===== src/rtl/sfm_denominator_accumulator.sv =====
// sfm_denominator_accumulator: lane-parallel softmax denominator accumulation with
// per-beat online-max rescale, serial lane reduction and a held sum handshake.
module sfm_denominator_accumulator #(
    parameter int N_LANES     = 8,
    parameter int IN_WIDTH    = 16,
    parameter int ACC_WIDTH   = 32,
    parameter int SHIFT_WIDTH = 5
) (
    input  logic                          clk_i,
    input  logic                          rst_ni,
    input  logic                          clear_i,
    input  logic                          clear_regs_i,
    input  logic                          acc_finished_i,
    input  logic                          in_valid_i,
    output logic                          in_ready_o,
    input  logic [N_LANES*IN_WIDTH-1:0]   in_data_i,
    input  logic [N_LANES-1:0]            in_strb_i,
    input  logic [SHIFT_WIDTH-1:0]        rescale_i,
    output logic                          busy_o,
    output logic                          reducing_o,
    output logic                          sum_valid_o,
    input  logic                          sum_ready_i,
    output logic [ACC_WIDTH-1:0]          sum_o,
    output logic                          sat_o
);
    localparam int KW = N_LANES > 1 ? $clog2(N_LANES) : 1;

    typedef enum logic [1:0] {ACC, REDUCE, DONE} state_t;
    typedef logic [ACC_WIDTH:0] wide_t;

    state_t                        state, state_nxt;
    logic                          s1_valid;
    logic [N_LANES*IN_WIDTH-1:0]   s1_data;
    logic [N_LANES-1:0]            s1_strb;
    logic [SHIFT_WIDTH-1:0]        s1_rescale;
    logic [ACC_WIDTH-1:0]          acc [N_LANES];
    logic [ACC_WIDTH-1:0]          acc_nxt [N_LANES];
    logic [N_LANES-1:0]            lane_sat;
    logic [KW-1:0]                 k;
    wide_t                         sum_total;
    logic                          accept, go_reduce;

    assign in_ready_o  = state == ACC;
    assign reducing_o  = state == REDUCE;
    assign sum_valid_o = state == DONE;
    assign busy_o      = s1_valid | in_valid_i;
    assign accept      = in_valid_i & in_ready_o;
    // Only leave ACC once no beat is in flight, so every accepted beat is summed.
    assign go_reduce   = acc_finished_i & ~s1_valid & ~accept;

    for (genvar l = 0; l < N_LANES; l++) begin : g_lane
        logic [ACC_WIDTH-1:0] shifted;
        wide_t                total;
        assign shifted     = int'(s1_rescale) >= ACC_WIDTH ? '0 : acc[l] >> s1_rescale;
        assign total       = wide_t'(shifted) + wide_t'(s1_strb[l] ? s1_data[l*IN_WIDTH +: IN_WIDTH] : '0);
        assign acc_nxt[l]  = total[ACC_WIDTH] ? '1 : total[ACC_WIDTH-1:0];
        assign lane_sat[l] = total[ACC_WIDTH];
    end

    assign sum_total = wide_t'(k == '0 ? '0 : sum_o) + wide_t'(acc[k]);

    always_comb begin
        state_nxt = state;
        case (state)
            ACC:     if (go_reduce) state_nxt = REDUCE;
            REDUCE:  if (k == KW'(N_LANES - 1)) state_nxt = DONE;
            DONE:    if (sum_ready_i) state_nxt = ACC;
            default: state_nxt = ACC;
        endcase
    end

    always_ff @(posedge clk_i or negedge rst_ni) begin
        if (!rst_ni) begin
            state      <= ACC;
            s1_valid   <= 1'b0;
            s1_data    <= '0;
            s1_strb    <= '0;
            s1_rescale <= '0;
            k          <= '0;
            sum_o      <= '0;
            sat_o      <= 1'b0;
            acc        <= '{default: '0};
        end else if (clear_i) begin
            state      <= ACC;
            s1_valid   <= 1'b0;
            s1_data    <= '0;
            s1_strb    <= '0;
            s1_rescale <= '0;
            k          <= '0;
            sum_o      <= '0;
            sat_o      <= 1'b0;
            acc        <= '{default: '0};
        end else begin
            state    <= state_nxt;
            s1_valid <= accept;
            k        <= state == REDUCE ? k + 1'b1 : '0;
            if (accept) begin
                s1_data    <= in_data_i;
                s1_strb    <= in_strb_i;
                s1_rescale <= rescale_i;
            end
            if (clear_regs_i) begin
                acc   <= '{default: '0};
                sum_o <= '0;
                sat_o <= 1'b0;
            end else begin
                if (s1_valid) begin
                    acc <= acc_nxt;
                    if (|lane_sat) sat_o <= 1'b1;
                end
                if (state == REDUCE) begin
                    sum_o <= sum_total[ACC_WIDTH] ? '1 : sum_total[ACC_WIDTH-1:0];
                    if (sum_total[ACC_WIDTH]) sat_o <= 1'b1;
                end
            end
        end
    end
endmodule


===== config.mk =====
export PLATFORM = sky130hd
export DESIGN_NAME = sfm_denominator_accumulator
export DESIGN_NICKNAME = d
export VERILOG_FILES = /design/src/rtl/sfm_denominator_accumulator.sv
export SDC_FILE = /design/constraint.sdc
export NUM_CORES = 2
export LEC_CHECK = 0
export BUFFER_PORTS_ARGS = -buffer_cell sky130_fd_sc_hd__buf_2
export CAP_MARGIN = 20
export CORE_AREA = 2 2 298 300
export CTS_BUF_LIST = sky130_fd_sc_hd__clkbuf_4
export DETAILED_ROUTE_END_ITERATION = 6
export DIE_AREA = 0 0 300 302
export PLACE_DENSITY_LB_ADDON = 0.15
export SKIP_LAST_GASP = 1
export SLEW_MARGIN = 20
export SYNTH_ARGS = -nofsm -noshare
export SYNTH_HDL_FRONTEND = slang
export SYNTH_SLANG_ARGS = --single-unit

===== constraint.sdc =====
create_clock -name clk_i -period 7.75 [get_ports clk_i]
set_clock_uncertainty 0.05 [all_clocks]
set_input_delay 2.325 -clock clk_i [delete_from_list [all_inputs] [get_ports clk_i]]
set_output_delay 2.325 -clock clk_i [all_outputs]
set_load 0.1 [all_outputs]

Word level (Yosys, flattened, before mapping). Index checks and enable logic that the tools add are counted. W data, S select, Z words.

Memory bits (read-only): 0. Register bits: 436. Bits in latches: 0. RAM bits: 0. Input port bits: 148. Word-level logic and storage cells: 102. Output and inout bits: 37. Memories: 0.

Multiplexer cells: 47. $mul: 0. Div/mod/pow operators: 0. $lt $le $gt $ge: 1. Equal/unequal tests: 6. Bitwise logic cells: 7. Shift operators: 8. $add $sub $neg: 10. Reductions and logical operators: 7.

Operators by type and width (number): $mux W256 (3); $mux W32 (15); $add A32 B16 Y33 (8); $mux W128 (2); $shr A32 B5 Y32 (8); $mux W16 (8); $bmux W32 S3 (1); $add A32 B32 Y33 (1); $mux W8 (2); $mux W5 (2); $ne A3 B2 Y1 const B (3); $mux W2 (4); $reduce_or A8 Y1 (1); $mux W1 (7); $mux W3 (2); $pmux W2 S3 (1); $reduce_bool A3 Y1 (2); $ge A4 B4 Y1 const B (1); $not A3 Y4 (1); $add A3 B1 Y3 const B (1); $and A1 B1 Y1 (3); $eq A3 B3 Y1 const B (1); $logic_not A3 Y1 (1); $reduce_and A3 Y1 (1); other kinds (6) (7).

Longest topological paths before layout.
Depth in word-level cells: 9. Depth in mapped cells: 31. Mapped depth without buffers: 20.

Least setup slack after synthesis. Ideal clock, no wire load.

Path kind: reg2reg. Start point: reg s1_rescale[1]. End point: reg acc[137] (netlist bit). Stages on the path, launching flop included: 27. Arrival time: 5947 ps. Path slack: 1676 ps. Path buffers: 11. Data required time: 7623 ps. Setup time: 77 ps. Period minus slack after synthesis: 6074 ps. Cell sequence: dfrtp_1 -> buf_2 -> buf_2 -> buf_2 -> buf_4 -> buf_4 -> buf_2 -> buf_1 -> buf_2 -> clkbuf_1 -> clkbuf_1 -> o211ai_1 -> o21ai_0 -> mux2i_1 -> o21ai_0 -> ha_1 -> inv_1 -> fa_1 -> nor2b_1 -> o211ai_1 -> a31o_2 -> o41ai_1 -> nand4_1 -> nor3_2 -> nor2_1 -> clkbuf_1 -> a21oi_1.

Cells in the longest elaborated chain, start to end: 6.

Ends and longest elaborated chain: start: declaration (RTL line 35) `logic [SHIFT_WIDTH-1:0] s1_rescale;`; start signal: assignment (RTL line 100) `s1_rescale <= rescale_i;`; $shr A32 B5 Y32 (RTL line 54) `assign shifted = int'(s1_rescale) >= ACC_WIDTH ? '0 : acc[l] >> s1_rescale;`; $add A32 B16 Y33 (RTL line 55) `assign total = wide_t'(shifted) + wide_t'(s1_strb[l] ? s1_data[l*IN_WIDTH +: IN_WIDTH] : '0);`; $mux W32 (RTL line 56) `assign acc_nxt[l] = total[ACC_WIDTH] ? '1 : total[ACC_WIDTH-1:0];`; $mux W256 (RTL line 107) `if (s1_valid) begin`; $mux W256 (RTL line 102) `if (clear_regs_i) begin`; $mux W256 (RTL line 83) `end else if (clear_i) begin`; end signal: assignment (RTL line 108) `acc <= acc_nxt;`; end: declaration (RTL line 36) `logic [ACC_WIDTH-1:0] acc [N_LANES];`.

Every way passes these cells. The select of a mux whose other input is x is not followed. A chain may end at the register's enable or synchronous reset.

Worst setup path in the final report.
Start point: reg s1_rescale[0]. End point: reg acc[142] (netlist bit).

The elaborated chain is that of the path after synthesis.

==> metrics.cfg <==
[status]
status = finished, final reports clean

[synthesis]
syn_area_per_cell_um2 = 8.63
postSynthCellCount = 5043
synth_ff_type = dfrtp_1
ys_ff_latch = 436
synthXorXnorAreaFrac_pct = 4.39
async_flop_share_pct = 100
synth_top_family_by_area = compound AO/OA/AOI/OAI gates
synth.area.mux_share_pct = 20.2
ys_types = 103
yosys.area_share.simple_pct = 17.0
syn_area_um2 = 43500
synth_fa_ha_area_share_pct = 5.10
synth_nets = 5363
yosysSeqAreaShare_pct = 25.1
synth_compound_area_share_pct = 23.6
synth-edff-count = 0
yosys_warnings = 0

[floorplanning]
dieArea_um2 = 90600
die_x_um = 300
die_h_um = 302
core-area_um2 = 87600
pin_count = 185
rows = 109
start_util_pct = 49.7

[clock_network]
cts-resized-gates = 0
clkSinkCount = 436
cts-root-buf = clkbuf_4
htreeDepth = 4
post_cts_buffers = 0
clock_path_buffers = 3
cts_tree = built
cts_hold_buf = 0
clkSlewWorstSetupHoldPaths_ns = 0.07
clk_latency_ns = 1.14
numCtsBuffers = 133

[timing]
setup_viol_count_final = 0
rsz0062_at_grt = false
worst_pin_slew_ns = 1.12
fin_crit_ns = 6.90
fin_crit_sh_pct = 89.1
finalHoldViolations = 0
clock.fmax_mhz = 145
setup_tns_ns = 0
timing.slew.headroom_pct = 23.4
slew_viol_final = 0

[power_and_ir_drop]
p_seq_share_pct = 38.0
ir_worst_vdd_uv = 145
swShare_pct = 36.9
power.internal_uw = 4240
p_sw_uw = 2480
clkPwrFrac_pct = 35.9
power.density_nw_per_um2 = 144
power_frac_comb_pct = 26.1
p_leak_uw = 0.0203

[routing]
vias_per_cell = 6.81
dr.pass1.iters = 6
drtIter0Drc = 5897
drt-total-wl_mm = 179
vias = 43100
antenna_left = 0
wire_per_inst_um = 28.3
drc = 0

[cells_and_area]
synthToLayoutAreaGrowth_pct = 7.59
final_util_pct = 53.5
nNetsFinal = 5378
final_cells = 6320
finalInstanceArea_um2 = 46800
drive_above_1_share_pct = 16.7
final_cell_mix = nand2_1, o21ai_0, dfrtp_1
final_common_cell = nand2_1

[worst_setup_path]
path_class = reg2reg
cp_slowest_stage_delay_ns = 1.05
arrival_ns = 7.84
cp_cell_sequence = buf_12 -> mux2i_1 -> o221ai_1 -> o21ai_0 -> o21ai_0 -> ha_1 -> o21ai_0 -> a21o_1 -> a31o_2 -> o41ai_1 -> buf_4 -> nand4_1 -> nor3_2 -> nor2_1 -> a21oi_1
critical_path.slowest_cell = dfrtp_4
cp_max_fo = 66
required_ns = 8.68
start_kind = register
end_kind = register
crit_top_cell = o21ai_0

[global_routing]
grt_overflow = 0
use_met2_pct = 53.9
grt_first_pass_wirelength_mm = 264
grt_max_degree = 226
grt_use_total_pct = 38.8
grt.busiest_layer = met1
use_met3_pct = 12.3
grt_util_met1_pct = 54.3
antenna_found_initial = 14
grt_pass1_vias = 40300

[run]
cap_violations = 0

[placed_design]
hpwl_mm = 129
dpl.cell_count = 6088
gp_congestion = 1.06
place_area_um2 = 45100
io_buffer_count = 184

[worst_hold_path]
hold_path_class = reg2reg

-- per-layer routing --
metal	wire length (µm)	vias to the layer above
met4	9060	16
met3	22500	513
met5	156	-
li1	-	19000
met1	74300	20900
met2	72600	2669
-- stage by stage --
| step | setup WS [ns] | power, µW | hold slack, ns |
|---|---|---|---|
| 3_3_place_gp | 0.890 | 4280 | 0.424 |
| 4_1_cts | 1.28 | 6710 | 0.441 |
| 3_5_place_dp | 1.30 | 4280 | 0.428 |
| 5_1_grt | 0.858 | 7000 | 0.459 |
| 6_report | 0.847 | 6720 | 0.430 |
| 2_1_floorplan | 1.68 | 3670 | 0.386 |
-- path summary, 6_finish.rpt --
check | from | to | slack, ns | cells after the start
setup reg to reg | s1_rescale[0] | acc[142] | 0.85 | 15
min in group asynchronous | rst_ni | sum_o[29] | 1.16 | 1
hold reg to reg | state[1] | state[0] | 0.43 | 1
max in group asynchronous | rst_ni | acc[226] | 5.16 | 2
hold / removal | state[1] | state[0] | 0.43 | 1
setup / recovery | s1_rescale[0] | acc[142] | 0.85 | 15
-- synth_stat cells (57+ instances only) --
cell type  number  area share (%)
a21o_1         79             1.4
a21oi_1       405             4.7
a22o_1        147             3.0
a31oi_1       107             1.5
and2_1        183             2.6
buf_2          68            0.78
clkbuf_1      249             2.1
dfrtp_1       436              25
ha_1          163             4.7
inv_1          77            0.66
mux2_2        114             3.0
mux2i_1       277             6.4
mux4_2        190             9.8
nand2_1       520             4.5
nand2b_1       58            0.83
nand3_1        82            0.94
nor2_1        357             3.1
nor2b_1        57            0.82
nor3_1         71            0.82
o21ai_0       455             5.2
o22ai_1        79             1.1
xnor2_1       117             2.4
xor2_1        101             2.0
-- power by group through the flow --
stage / clock network, µW / registers, µW / logic, µW
after global placement: 0 / 2580 / 1700
final: 2410 / 2550 / 1750
after floorplan: 0 / 2490 / 1180
after CTS: 2460 / 2540 / 1710
after global routing: 2580 / 2560 / 1860
after detailed placement: 0 / 2580 / 1710
-- kinds of logic (layout without fill, tap and decap cells) --
logic type | after synthesis | after routing
AO/OA/AOI/OAI | 1622 | 1622
AND/OR/NAND/NOR | 1524 | 1524
multiplexers | 599 | 599
buffers and inverters | 472 | 580
flip-flops | 436 | 436
XOR/XNOR | 218 | 218
adder cells (fa/ha/maj) | 172 | 172
other | 0 | 4
-- state kept, by name, summed over array words and instances, names as in the netlist --
| name | cells |
|---|---|
| acc | 256 |
| s1_data | 128 |
| sum_o | 32 |
| s1_strb | 8 |
| s1_rescale | 5 |
| k | 3 |
| state | 2 |
| s1_valid | 1 |
| sat_o | 1 |
-- critical path, delay by kind of cell, from the launching register on --
| kind | cells | cell delay (ns) |
|---|---|---|
| buffers and inverters | 2 | 0.70 |
| AND/OR/NAND/NOR | 3 | 1.37 |
| AO/OA/AOI/OAI | 8 | 2.60 |
| flip-flops | 1 | 1.05 |
| adder cells (fa/ha/maj) | 1 | 0.45 |
| multiplexers | 1 | 0.45 |
-- area by class of cell --
| type | count | area, µm² |
|---|---|---|
| Timing Repair Buffer | 270 | 1780 |
| Antenna cell | 4 | 10.0 |
| Clock buffer | 185 | 1390 |
| Tap cell | 1165 | 1460 |
| Fill cell | 8346 | 40700 |
| Multi-Input combinational cell | 4135 | 30600 |
| Sequential cell | 436 | 10900 |
| Clock inverter | 43 | 307 |
| Inverter | 82 | 322 |
Note: power is estimated with default switching activity, not from simulation.
